--- config.mk ---
export PLATFORM = sky130hd
export DESIGN_NAME = arc_shape_renderer_flat
export DESIGN_NICKNAME = d
export VERILOG_FILES = /design/src/rtl/arc_shape_renderer_if.sv /design/src/rtl/arc_shape_renderer.sv /design/src/flat_wrapper.sv
export SDC_FILE = /design/constraint.sdc
export NUM_CORES = 2
export LEC_CHECK = 0
export CORE_MARGIN = 2
export CORE_UTILIZATION = 40
export CTS_CLUSTER_DIAMETER = 60
export DETAILED_ROUTE_END_ITERATION = 10
export HOLD_SLACK_MARGIN = 0.02
export PLACE_DENSITY_LB_ADDON = 0.08
export SETUP_SLACK_MARGIN = 0.02
export SLEW_MARGIN = 20
export SYNTH_ARGS = -nofsm -noshare
export SYNTH_HDL_FRONTEND = slang
export SYNTH_SLANG_ARGS = --single-unit
--- constraint.sdc ---
create_clock -name clk -period 13.5 [get_ports clk]
set_input_delay 2.025 -clock clk [delete_from_list [all_inputs] [get_ports clk]]
set_output_delay 2.025 -clock clk [all_outputs]
set_load 0.03 [all_outputs]
--- src/rtl/arc_shape_renderer_if.sv ---
// Draw-request and pixel-output bundle for arc_shape_renderer.
// With ARC_SHAPE_STATS_EN defined the plot/clip counters travel on it too.
interface arc_shape_renderer_if #(
  parameter int X_W      = 8,
  parameter int Y_W      = 7,
  parameter int COLOUR_W = 3
);
  logic                start;
  logic                mode;
  logic [COLOUR_W-1:0] colour;
  logic [X_W-1:0]      centre_x;
  logic [Y_W-1:0]      centre_y;
  logic [X_W-1:0]      diameter;
  logic                done;
  logic [X_W-1:0]      vga_x;
  logic [Y_W-1:0]      vga_y;
  logic [COLOUR_W-1:0] vga_colour;
  logic                vga_plot;
`ifdef ARC_SHAPE_STATS_EN
  logic [15:0]         plot_count;
  logic [15:0]         clip_count;

  modport master (
    output start, mode, colour, centre_x, centre_y, diameter,
    input  done, vga_x, vga_y, vga_colour, vga_plot, plot_count, clip_count
  );
  modport slave (
    input  start, mode, colour, centre_x, centre_y, diameter,
    output done, vga_x, vga_y, vga_colour, vga_plot, plot_count, clip_count
  );
`else
  modport master (
    output start, mode, colour, centre_x, centre_y, diameter,
    input  done, vga_x, vga_y, vga_colour, vga_plot
  );
  modport slave (
    input  start, mode, colour, centre_x, centre_y, diameter,
    output done, vga_x, vga_y, vga_colour, vga_plot
  );
`endif
endinterface

--- src/rtl/arc_shape_renderer.sv ---
// Midpoint circle / Reuleaux triangle rasteriser, one candidate pixel per clock.
// Optional ARC_SHAPE_STATS_EN adds saturating plot/clip counters.

// Squared-distance test of one candidate pixel against one vertex.
module arc_dist_chk #(
  parameter int CW = 11,
  parameter int PW = 26
) (
  input  logic signed [CW-1:0] px,
  input  logic signed [CW-1:0] py,
  input  logic signed [CW-1:0] vx,
  input  logic signed [CW-1:0] vy,
  input  logic signed [PW-1:0] dsq,
  output logic                 ok
);
  logic signed [CW:0]   dx, dy;
  logic signed [PW-1:0] dxw, dyw;

  always_comb begin
    dx  = {px[CW-1], px} - {vx[CW-1], vx};
    dy  = {py[CW-1], py} - {vy[CW-1], vy};
    dxw = PW'(dx);
    dyw = PW'(dy);
    ok  = (dxw * dxw + dyw * dyw) <= dsq;
  end
endmodule

module arc_shape_renderer #(
  parameter int X_W      = 8,
  parameter int Y_W      = 7,
  parameter int COLOUR_W = 3,
  parameter int SCREEN_W = 160,
  parameter int SCREEN_H = 120
) (
  input logic                 clk,
  input logic                 rst_n,
  arc_shape_renderer_if.slave bus
);
  // Wide enough for a vertex offset plus a full-diameter radius in either axis.
  localparam int CW = ((X_W > Y_W) ? X_W : Y_W) + 3;
  localparam int KW = CW + 2;
  localparam int PW = 2 * CW + 4;

  localparam logic [2:0] IDLE     = 3'd0;
  localparam logic [2:0] SETUP    = 3'd1;
  localparam logic [2:0] DRAW     = 3'd2;
  localparam logic [2:0] NEXT_ARC = 3'd3;
  localparam logic [2:0] DONE     = 3'd4;

  localparam logic signed [CW-1:0] SCR_W = CW'(SCREEN_W);
  localparam logic signed [CW-1:0] SCR_H = CW'(SCREEN_H);
  localparam logic signed [KW-1:0] ONE_K = KW'(1);

  logic [2:0]          state;
  logic                mode_q;
  logic [COLOUR_W-1:0] colour_q;
  logic [X_W-1:0]      cx_q;
  logic [Y_W-1:0]      cy_q;
  logic [X_W-1:0]      d_q;
  logic [1:0]          arc;
  logic [2:0]          oct;
  logic signed [CW-1:0] ox, oy, r_q, ccx, ccy;
  logic signed [KW-1:0] crit;
  logic signed [CW-1:0] vx [3];
  logic signed [CW-1:0] vy [3];
  logic signed [PW-1:0] dsq;

  // Shape geometry derived from the latched request
  logic signed [CW-1:0] cx_s, cy_s, half, h1, h2;
  logic [X_W+6:0]       m37, m74;

  always_comb begin
    cx_s = CW'(cx_q);
    cy_s = CW'(cy_q);
    half = CW'(d_q >> 1);
    m37  = (X_W+7)'(d_q) * (X_W+7)'(37);
    m74  = (X_W+7)'(d_q) * (X_W+7)'(74);
    h1   = CW'(m37 >> 7);
    h2   = CW'(m74 >> 7);
  end

  // Candidate pixel for the current octant
  logic signed [CW-1:0] px, py;

  always_comb begin
    px = ccx;
    py = ccy;
    case (oct)
      3'd0: begin px = ccx + ox; py = ccy + oy; end
      3'd1: begin px = ccx + oy; py = ccy + ox; end
      3'd2: begin px = ccx - ox; py = ccy + oy; end
      3'd3: begin px = ccx - oy; py = ccy + ox; end
      3'd4: begin px = ccx - ox; py = ccy - oy; end
      3'd5: begin px = ccx - oy; py = ccy - ox; end
      3'd6: begin px = ccx + ox; py = ccy - oy; end
      default: begin px = ccx + oy; py = ccy - ox; end
    endcase
  end

  logic [2:0] near;
  logic       accept, on_scr;

  for (genvar i = 0; i < 3; i++) begin : g_vtx
    arc_dist_chk #(.CW(CW), .PW(PW)) u_chk (
      .px(px), .py(py), .vx(vx[i]), .vy(vy[i]), .dsq(dsq), .ok(near[i])
    );
  end

  // Reuleaux arcs keep only points inside the disc of both other vertices.
  always_comb begin
    accept = 1'b1;
    if (mode_q)
      for (int i = 0; i < 3; i++)
        if (int'(arc) != i && !near[i]) accept = 1'b0;
    on_scr = !px[CW-1] && !py[CW-1] && (px < SCR_W) && (py < SCR_H);
  end

  // Midpoint step applied after the eighth octant
  logic signed [CW-1:0] oy_n, ox_n;
  logic signed [KW-1:0] oyk, oxk, crit_n;
  logic                 arc_end;

  always_comb begin
    oy_n = oy + CW'(1);
    if (crit[KW-1] || crit == '0) begin
      ox_n   = ox;
      oyk    = KW'(oy_n);
      oxk    = KW'(ox_n);
      crit_n = crit + oyk + oyk + ONE_K;
    end else begin
      ox_n   = ox - CW'(1);
      oyk    = KW'(oy_n);
      oxk    = KW'(ox_n);
      crit_n = crit + (oyk - oxk) + (oyk - oxk) + ONE_K;
    end
    arc_end = oy_n > ox_n;
  end

  always_ff @(posedge clk or negedge rst_n) begin
    if (!rst_n) begin
      state          <= IDLE;
      mode_q         <= 1'b0;
      colour_q       <= '0;
      cx_q           <= '0;
      cy_q           <= '0;
      d_q            <= '0;
      arc            <= '0;
      oct            <= '0;
      ox             <= '0;
      oy             <= '0;
      r_q            <= '0;
      ccx            <= '0;
      ccy            <= '0;
      crit           <= '0;
      dsq            <= '0;
      for (int i = 0; i < 3; i++) begin
        vx[i] <= '0;
        vy[i] <= '0;
      end
      bus.done       <= 1'b0;
      bus.vga_plot   <= 1'b0;
      bus.vga_x      <= '0;
      bus.vga_y      <= '0;
      bus.vga_colour <= '0;
    end else begin
      bus.vga_plot <= 1'b0;
      case (state)
        IDLE: begin
          if (bus.start) begin
            mode_q   <= bus.mode;
            colour_q <= bus.colour;
            cx_q     <= bus.centre_x;
            cy_q     <= bus.centre_y;
            d_q      <= bus.diameter;
            state    <= SETUP;
          end
        end
        SETUP: begin
          vx[0] <= cx_s - half;
          vy[0] <= cy_s + h1;
          vx[1] <= cx_s + half;
          vy[1] <= cy_s + h1;
          vx[2] <= cx_s;
          vy[2] <= cy_s - h2;
          dsq   <= PW'(d_q) * PW'(d_q);
          arc   <= '0;
          oct   <= '0;
          oy    <= '0;
          if (mode_q) begin
            ccx  <= cx_s - half;
            ccy  <= cy_s + h1;
            r_q  <= CW'(d_q);
            ox   <= CW'(d_q);
            crit <= ONE_K - KW'(d_q);
          end else begin
            ccx  <= cx_s;
            ccy  <= cy_s;
            r_q  <= half;
            ox   <= half;
            crit <= ONE_K - KW'(half);
          end
          state <= (d_q == '0) ? DONE : DRAW;
        end
        DRAW: begin
          if (accept && on_scr) begin
            bus.vga_plot   <= 1'b1;
            bus.vga_x      <= px[X_W-1:0];
            bus.vga_y      <= py[Y_W-1:0];
            bus.vga_colour <= colour_q;
          end
          oct <= oct + 3'd1;
          if (oct == 3'd7) begin
            oy   <= oy_n;
            ox   <= ox_n;
            crit <= crit_n;
            if (arc_end) begin
              if (!mode_q || arc == 2'd2) begin
                state <= DONE;
              end else begin
                arc   <= arc + 2'd1;
                state <= NEXT_ARC;
              end
            end
          end
        end
        NEXT_ARC: begin
          ccx   <= vx[arc];
          ccy   <= vy[arc];
          ox    <= r_q;
          oy    <= '0;
          crit  <= ONE_K - KW'(r_q);
          oct   <= '0;
          state <= DRAW;
        end
        DONE: begin
          bus.done <= 1'b1;
          if (!bus.start && bus.done) begin
            bus.done <= 1'b0;
            state    <= IDLE;
          end
        end
        default: state <= IDLE;
      endcase
    end
  end

`ifdef ARC_SHAPE_STATS_EN
  always_ff @(posedge clk or negedge rst_n) begin
    if (!rst_n) begin
      bus.plot_count <= '0;
      bus.clip_count <= '0;
    end else if (state == IDLE && bus.start) begin
      bus.plot_count <= '0;
      bus.clip_count <= '0;
    end else if (state == DRAW && accept) begin
      if (on_scr) begin
        if (bus.plot_count != 16'hFFFF) bus.plot_count <= bus.plot_count + 16'd1;
      end else begin
        if (bus.clip_count != 16'hFFFF) bus.clip_count <= bus.clip_count + 16'd1;
      end
    end
  end
`endif
endmodule
--- src/flat_wrapper.sv ---
// flat-port wrapper written by rule: the top's interface ports become plain ports
module arc_shape_renderer_flat 
#(
  parameter int X_W      = 8,
  parameter int Y_W      = 7,
  parameter int COLOUR_W = 3,
  parameter int SCREEN_W = 160,
  parameter int SCREEN_H = 120
)
  (clk, rst_n, bus_start, bus_mode, bus_colour, bus_centre_x, bus_centre_y, bus_diameter, bus_done, bus_vga_x, bus_vga_y, bus_vga_colour, bus_vga_plot);
  arc_shape_renderer_if #(.X_W(X_W), .Y_W(Y_W), .COLOUR_W(COLOUR_W)) bus_i ();
  input logic clk;
  input logic rst_n;
  input wire logic [$bits(bus_i.start)-1:0] bus_start;
  input wire logic [$bits(bus_i.mode)-1:0] bus_mode;
  input wire logic [$bits(bus_i.colour)-1:0] bus_colour;
  input wire logic [$bits(bus_i.centre_x)-1:0] bus_centre_x;
  input wire logic [$bits(bus_i.centre_y)-1:0] bus_centre_y;
  input wire logic [$bits(bus_i.diameter)-1:0] bus_diameter;
  output wire logic [$bits(bus_i.done)-1:0] bus_done;
  output wire logic [$bits(bus_i.vga_x)-1:0] bus_vga_x;
  output wire logic [$bits(bus_i.vga_y)-1:0] bus_vga_y;
  output wire logic [$bits(bus_i.vga_colour)-1:0] bus_vga_colour;
  output wire logic [$bits(bus_i.vga_plot)-1:0] bus_vga_plot;
  assign bus_i.start = bus_start;
  assign bus_i.mode = bus_mode;
  assign bus_i.colour = bus_colour;
  assign bus_i.centre_x = bus_centre_x;
  assign bus_i.centre_y = bus_centre_y;
  assign bus_i.diameter = bus_diameter;
  assign bus_done = bus_i.done;
  assign bus_vga_x = bus_i.vga_x;
  assign bus_vga_y = bus_i.vga_y;
  assign bus_vga_colour = bus_i.vga_colour;
  assign bus_vga_plot = bus_i.vga_plot;
  arc_shape_renderer #(.X_W(X_W), .Y_W(Y_W), .COLOUR_W(COLOUR_W), .SCREEN_W(SCREEN_W), .SCREEN_H(SCREEN_H)) u_core (.clk(clk), .rst_n(rst_n), .bus(bus_i));
endmodule
# Word-level counts from Yosys, hierarchy flattened
# Cells that the tools add are included.
# op_classes
reduce_logical,39
multipliers,8
order_cmp,7
addsub,34
n_eq_ne,19
bitwise_logic,1
muxes,41
# op_table
op,count
$mul A12 B12 Y24,5
$pmux W11 S3,3
$mux W11,8
$add A24 B24 Y25,3
$pmux W11 S2,3
$le A25 B17 Y1,2
$sub A11 B9 Y12,4
$add A11 B11 Y11,4
$bmux W11 S2,2
$sub A11 B11 Y11,4
$mux W13,3
$pmux W13 S3,1
$mul A8 B6 Y14 const B,2
$add A13 B11 Y13,2
$add A13 B13 Y13,2
$add A13 B2 Y13 const B,2
$le A26 B17 Y1,1
$mux W3,6
$sub A1 B8 Y9 const A,2
$mul A8 B8 Y16,1
$mux W8,2
$eq A3 B3 Y1 const B,5
$pmux W3 S5,1
$reduce_or A2 Y1,7
35 further kinds,74
# totals
in_bits,30
output_inout_bits,20
regBits,179
elab_cells,174

# Longest topological paths before layout
# logic_depth
depth_word,16
depth_mapped,65
ltp_nobuf,62

# By module
# Synthesis repeated with hierarchy kept, for this count alone.
# unflattened
cells_unflattened,5688
hier_area_um2,50317.0
# by_module_without_submodules
module,n_inst,cells_each,seq_area_each_um2,area_per_inst_um2
arc_shape_renderer,1,1757,4354.2,15230.9
arc_dist_chk (u_core.g_vtx[1].u_chk),1,1334,0.0,11856.4
arc_dist_chk (u_core.g_vtx[2].u_chk),1,1297,0.0,11633.7
arc_dist_chk (u_core.g_vtx[0].u_chk),1,1300,0.0,11596.1

# Worst setup path before layout
# Ideal clock, no wire load.
# synth_path
kind,flip-flop to flip-flop
from,reg u_core.oct[0]
to,reg u_core.bus.vga_colour[0]
arrival_ns,14.281
path_buffers,4
synth_period_minus_slack_ns,14.406
setup_time_ns,0.125
setup_slack_ns,-0.906
required_ns,13.375
path_stages_with_launch,54
cell_sequence,dfrtp_1 inv_1 ha_1 clkbuf_1 or2_2 clkbuf_1 clkbuf_1 a221oi_1 ha_1 o21ai_0 a21boi_0 o221ai_1 a21boi_0 ha_1 inv_1 o21bai_1 a211o_1 xnor2_1 [... 18 more ...] inv_1 fa_1 fa_1 fa_1 inv_1 fa_1 ha_1 ha_1 a21o_1 a21oi_1 a21oi_1 or4_1 a2111oi_0 nand4_1 o311ai_0 nand4_4 buf_6 mux2_4
# synth_via
elab_chain_len,15
word_cells_on_any_way,50
classes_between,add/sub: 8; mul: 5; order compare: 5; eq/ne: 6; mux: 6; reduce/logical: 20
# synth_rtl
item,line,source
"start, declared",arc_shape_renderer.sv:61,logic [2:0] oct;
"start signal, assigned",arc_shape_renderer.sv:211,oct <= oct + 3'd1;
"$eq A3 B3 Y1, or another cell as far along",arc_shape_renderer.sv:88,case (oct)
$reduce_or A2 Y1 (no line),-,
$pmux W11 S3 (*),arc_shape_renderer.sv:88,
named net u_core.g_vtx[0].u_chk.py[6],arc_shape_renderer.sv:10,"input logic signed [CW-1:0] py,"
$sub A11 B9 Y12,arc_shape_renderer.sv:21,"dy = {py[CW-1], py} - {vy[CW-1], vy};"
$mul A12 B12 Y24,arc_shape_renderer.sv:24,ok = (dxw * dxw + dyw * dyw) <= dsq;
$add A24 B24 Y25,arc_shape_renderer.sv:24,
$le A25 B17 Y1,arc_shape_renderer.sv:24,
$logic_not A1 Y1,arc_shape_renderer.sv:114,if (int'(arc) != i && !near[i]) accept = 1'b0;
$logic_and A1 B1 Y1,arc_shape_renderer.sv:114,
$mux W1 (3 in series),arc_shape_renderer.sv:114,
$mux W1,arc_shape_renderer.sv:112,if (mode_q)
$logic_and A1 B1 Y1 (*),arc_shape_renderer.sv:205,if (accept && on_scr) begin
$reduce_and A2 Y1 (no line) (*),-,
"end signal, assigned",arc_shape_renderer.sv:209,bus.vga_colour <= colour_q;
"end, declared",arc_shape_renderer_if.sv:38,"output done, vga_x, vga_y, vga_colour, vga_plot"
# The timed path passes the listed nets; every way through them passes the cells marked *.
# A chain may end at the register's enable or synchronous reset.

# Worst setup path in the final report
# layout_path
from,reg u_core.oct[1]
to,reg u_core.bus.vga_y[2]
# layout_via
elab_chain_len,15
word_cells_on_any_way,50
classes_between,add/sub: 8; mul: 5; order compare: 5; eq/ne: 6; mux: 6; reduce/logical: 20
# layout_rtl
item,line,source
"$eq A3 B3 Y1, or another cell as far along",arc_shape_renderer.sv:88,
$reduce_or A2 Y1 (no line),-,
$pmux W11 S3 (*),arc_shape_renderer.sv:88,
named net u_core.g_vtx[0].u_chk.py[1],arc_shape_renderer.sv:10,
$sub A11 B9 Y12,arc_shape_renderer.sv:21,
$mul A12 B12 Y24,arc_shape_renderer.sv:24,
$add A24 B24 Y25,arc_shape_renderer.sv:24,
$le A25 B17 Y1,arc_shape_renderer.sv:24,
$logic_not A1 Y1,arc_shape_renderer.sv:114,
$logic_and A1 B1 Y1,arc_shape_renderer.sv:114,
$mux W1 (3 in series),arc_shape_renderer.sv:114,
$mux W1,arc_shape_renderer.sv:112,
$logic_and A1 B1 Y1 (*),arc_shape_renderer.sv:205,
$reduce_and A2 Y1 (no line) (*),-,
"end signal, assigned",arc_shape_renderer.sv:208,bus.vga_y <= py[Y_W-1:0];
"end, declared",arc_shape_renderer_if.sv:38,
# Marks and branches as above.

==> metrics.log <==
INFO  metric result_of_the_run = finished, violations left
INFO  metric violations = negative setup slack
INFO  metric sort_of_element_at_the_end_of_the_critical_path = register
INFO  metric synth_cells = 4931
INFO  metric nets = 6667
INFO  metric critical_path.reg2reg.startpoint = u_core.oct[1]
INFO  metric cts.hold.buffers_added = 0
INFO  metric sequential_cell_area = 4360 µm²
INFO  metric grt_antenna_before_repair = 3
INFO  metric worstSetupStartpoint = u_core.oct[1]
INFO  metric num-fill-cells = 10700
INFO  metric multi_input_area = 35800 µm²
INFO  metric die_w = 334 µm
INFO  metric drc = 0
INFO  metric met1_usage = 0.339
INFO  metric die_y = 334 µm
INFO  metric slew_headroom = 0.343
INFO  metric synth_cell_types = 80
INFO  metric grt_overflow_total = 0
INFO  metric grt_max_degree = 79
INFO  metric fmax = 0.0738 GHz
INFO  metric final-hold-violation-count = 0
INFO  metric clock_tree.root_cell = sky130_fd_sc_hd__clkbuf_16
INFO  metric htree_num_levels = 4
INFO  metric cts.path.max_buffers = 2
INFO  metric finClkSkew = 12.6 ps
INFO  metric tritoncts = built
INFO  metric post_synth.cell_area_avg = 8.84 µm²
INFO  metric synth_seq_cells = 174
INFO  metric die_area = 112000 µm²
INFO  metric post-place-ws = -526 ps
INFO  metric reg2reg_slack = -40 ps
INFO  metric fin_crit_sh = 1.00
INFO  metric number_of_vias_per_cell = 4.98
INFO  metric r2r_end = u_core.bus.vga_y[2]
INFO  metric rr_worst_depth = 63
INFO  metric min-delay-path-class = reg2reg
INFO  metric gr-usage-met3 = 0.0169
INFO  metric worst-setup-path-type = reg2reg
INFO  metric most_frequent_cell_on_the_critical_path = sky130_fd_sc_hd__fa_1
INFO  metric firstDrtPassIters = 5
INFO  metric via_count_of_the_first_global_routing_pass = 35500
INFO  metric finalWorstSetupSlack = -41.0 ps
INFO  metric maxCapViolations = 0
INFO  metric detailedRoute.firstIterationViolations = 1863
INFO  metric ys_async_sr_fraction = 1.00
INFO  metric drive_above_1_share = 0.145
INFO  metric tightestPinTransition = 978 ps
INFO  metric synth.yosys.seq_area_share = 0.0999
INFO  metric ys.flop_type = sky130_fd_sc_hd__dfrtp_1
INFO  metric hold-path-endpoint = u_core.vy[25]
INFO  metric yosys-top-cells-area = sky130_fd_sc_hd__fa_1, sky130_fd_sc_hd__ha_1, sky130_fd_sc_hd__dfrtp_1, sky130_fd_sc_hd__inv_1, sky130_fd_sc_hd__xnor2_1
INFO  metric track_usage = 0.233
INFO  metric final_antenna_net_count = 0
INFO  metric area_delta_synth_final = 16.9%
INFO  metric holdWs = 486 ps
INFO  metric numCtsBuffers = 17
INFO  metric yosys.cell_count.top_type = sky130_fd_sc_hd__inv_1
INFO  metric synthesis.nets = 6234
INFO  metric detail_route.wirelength = 125000 µm
INFO  metric worst_ep_arrival_time = 13890 ps
INFO  metric gp_congestion = 0.893
INFO  metric synth_area_leader_cell = sky130_fd_sc_hd__fa_1
INFO  metric clkSlewWorstSetupHoldPaths = 80 ps
INFO  metric worstPathMaxFanout = 5
INFO  metric warning_count_from_the_yosys_run = 0
INFO  metric core_area = 109000 µm²
INFO  metric num_vias = 33800
INFO  metric clkSinkCount = 174
INFO  metric detailedPlacementHpwl = 109000 µm
INFO  metric synth_top_area_share = 0.346
INFO  metric grt_setup_unrepaired = yes
INFO  metric worst_ep_required_time = 13850 ps
INFO  metric initial_core_util = 0.402
INFO  metric hp-start = u_core.vy[25]
INFO  metric synth-edff-count = 0
INFO  metric min_delay_path_depth = 2
INFO  metric netlist_area = 43600 µm²
INFO  metric io_pins = 50
INFO  metric synth.cells.most_frequent = sky130_fd_sc_hd__inv_1, sky130_fd_sc_hd__fa_1, sky130_fd_sc_hd__ha_1, sky130_fd_sc_hd__nor2_1, sky130_fd_sc_hd__nand2_1
INFO  metric gr-usage-met2 = 0.385
INFO  metric wire_length_of_the_first_global_routing_pass = 203000 µm
INFO  metric worstSetupStartpointType = register
INFO  metric crit_slowest_cell = sky130_fd_sc_hd__fa_1
INFO  metric fp-row-count = 121
INFO  metric setup_viol = 15
INFO  metric post_drt_wl_per_cell = 18.5 µm
INFO  metric io_buffers = 49
INFO  metric final-max-slew-violation-count = 0
INFO  metric clock_latency_late_sink = 470 ps
INFO  metric crit_path_max_incr_delay = 570 ps
INFO  metric top_usage_layer = met2
INFO  metric finalWorstPathRequiredPeriod = 13540 ps
==> layer usage <==
metal,share of wire,vias to the layer above
li1,-,16400
met1,0.48,16800
met2,0.47,511
met3,0.033,85
met4,0.019,0
met5,0,-
==> metrics by stage <==
stage | util | setup TNS (ps) | std cells | cell area (µm²)
floorplan | - | 0 | 4931 | 43800
global placement | 0.452 | -5860 | 6717 | 49000
detailed placement | 0.452 | -9060 | 6717 | 49000
CTS | 0.463 | 0 | 6765 | 50200
global route | 0.470 | -11390 | 6791 | 51000
finish | 0.470 | -339 | 6792 | 51000
==> state kept, by name, indices dropped and copies added, names as in the netlist, 9 cells and up <==
name         flops
u_core.crit     13
u_core.dsq      15
u_core.vy       17
u_core.oy       11
u_core.vx       25
u_core.ccx      10
u_core.ccy       9
u_core.ox       11
==> cell families (layout without fill, tap and decap cells) <==
kind of cell | Yosys count | after routing | share of synthesized area
AO/OA/AOI/OAI | 752 | 752 | 0.109
XOR/XNOR | 282 | 282 | 0.0570
adder cells (fa/ha/maj) | 1273 | 1273 | 0.495
buffers and inverters | 1234 | 1680 | 0.107
flip-flops | 174 | 174 | 0.0999
multiplexers | 65 | 65 | 0.0168
other | 0 | 1 | 0
AND/OR/NAND/NOR | 1151 | 1151 | 0.116
==> worst max path at each step <==
stage | to | slack, ps
final | u_core.bus.vga_y[2] | -40
after global routing | u_core.bus.vga_y[2] | -640
after CTS | u_core.bus.vga_colour[1] | 30
after detailed placement | u_core.bus.vga_y[3] | -530
after global placement | u_core.bus.vga_y[4] | -350
after floorplan | u_core.bus.vga_colour[0] | 20
==> layout by cell type (no fill, tap or decap), types with 17 or more instances in the layout <==
| cell type | count |
|---|---|
| sky130_fd_sc_hd__ha_4 | 34 |
| sky130_fd_sc_hd__o21ai_0 | 208 |
| sky130_fd_sc_hd__inv_2 | 21 |
| sky130_fd_sc_hd__a21o_1 | 55 |
| sky130_fd_sc_hd__dfrtp_1 | 172 |
| sky130_fd_sc_hd__nor3_1 | 47 |
| sky130_fd_sc_hd__o21a_1 | 27 |
| sky130_fd_sc_hd__nor2b_1 | 29 |
| sky130_fd_sc_hd__inv_1 | 1056 |
| sky130_fd_sc_hd__fa_1 | 750 |
| sky130_fd_sc_hd__clkdlybuf4s50_1 | 48 |
| sky130_fd_sc_hd__mux2i_1 | 28 |
| sky130_fd_sc_hd__nand2b_1 | 49 |
| sky130_fd_sc_hd__mux2_2 | 27 |
| sky130_fd_sc_hd__ha_1 | 479 |
| sky130_fd_sc_hd__and2_1 | 27 |
| sky130_fd_sc_hd__xnor2_1 | 195 |
| sky130_fd_sc_hd__a21oi_1 | 184 |
| sky130_fd_sc_hd__or2_2 | 18 |
| sky130_fd_sc_hd__nand2_1 | 393 |
| sky130_fd_sc_hd__and3_1 | 18 |
| sky130_fd_sc_hd__buf_4 | 470 |
| sky130_fd_sc_hd__clkbuf_16 | 17 |
| sky130_fd_sc_hd__nor2_2 | 17 |
| sky130_fd_sc_hd__a31oi_1 | 22 |
| sky130_fd_sc_hd__o21bai_1 | 39 |
| sky130_fd_sc_hd__nor2_1 | 425 |
| sky130_fd_sc_hd__xor2_1 | 73 |
| sky130_fd_sc_hd__clkinv_1 | 27 |
| sky130_fd_sc_hd__nand3_1 | 40 |
| sky130_fd_sc_hd__a211oi_1 | 22 |
==> layout make-up <==
type,count,share of cell area
Multi-Input combinational cell,3523,0.702
Clock buffer,17,0.00834
Clock inverter,15,0.00321
Sequential cell,174,0.0855
Timing Repair Buffer,540,0.0849
Inverter,1108,0.0818
Antenna cell,1,0.0000491
Tap cell,1414,0.0347
==> worst max-delay path, delay by kind of cell (launching register included) <==
kind	cells	cell delay, ps
AOI/OAI and AO/OA	19	3320
xor gates and xnor gates	1	130
adders and majority gates	16	6480
buffers and inverters	14	1280
DFF	1	450
muxes	1	280
and+or+nand+nor	12	1490
==> timing repair <==
action | 4_1_cts | 5_1_grt
pin swaps | 27 | 69
gates resized for setup | 93 | 115
cloned | 1 | 0
setup buffers | 16 | 27
endpoints found under the setup margin | 19 | 19
Power is left out: the tool's default activity adds up to more than one toggle a clock period on the data nets, which glitch-free logic cannot reach.
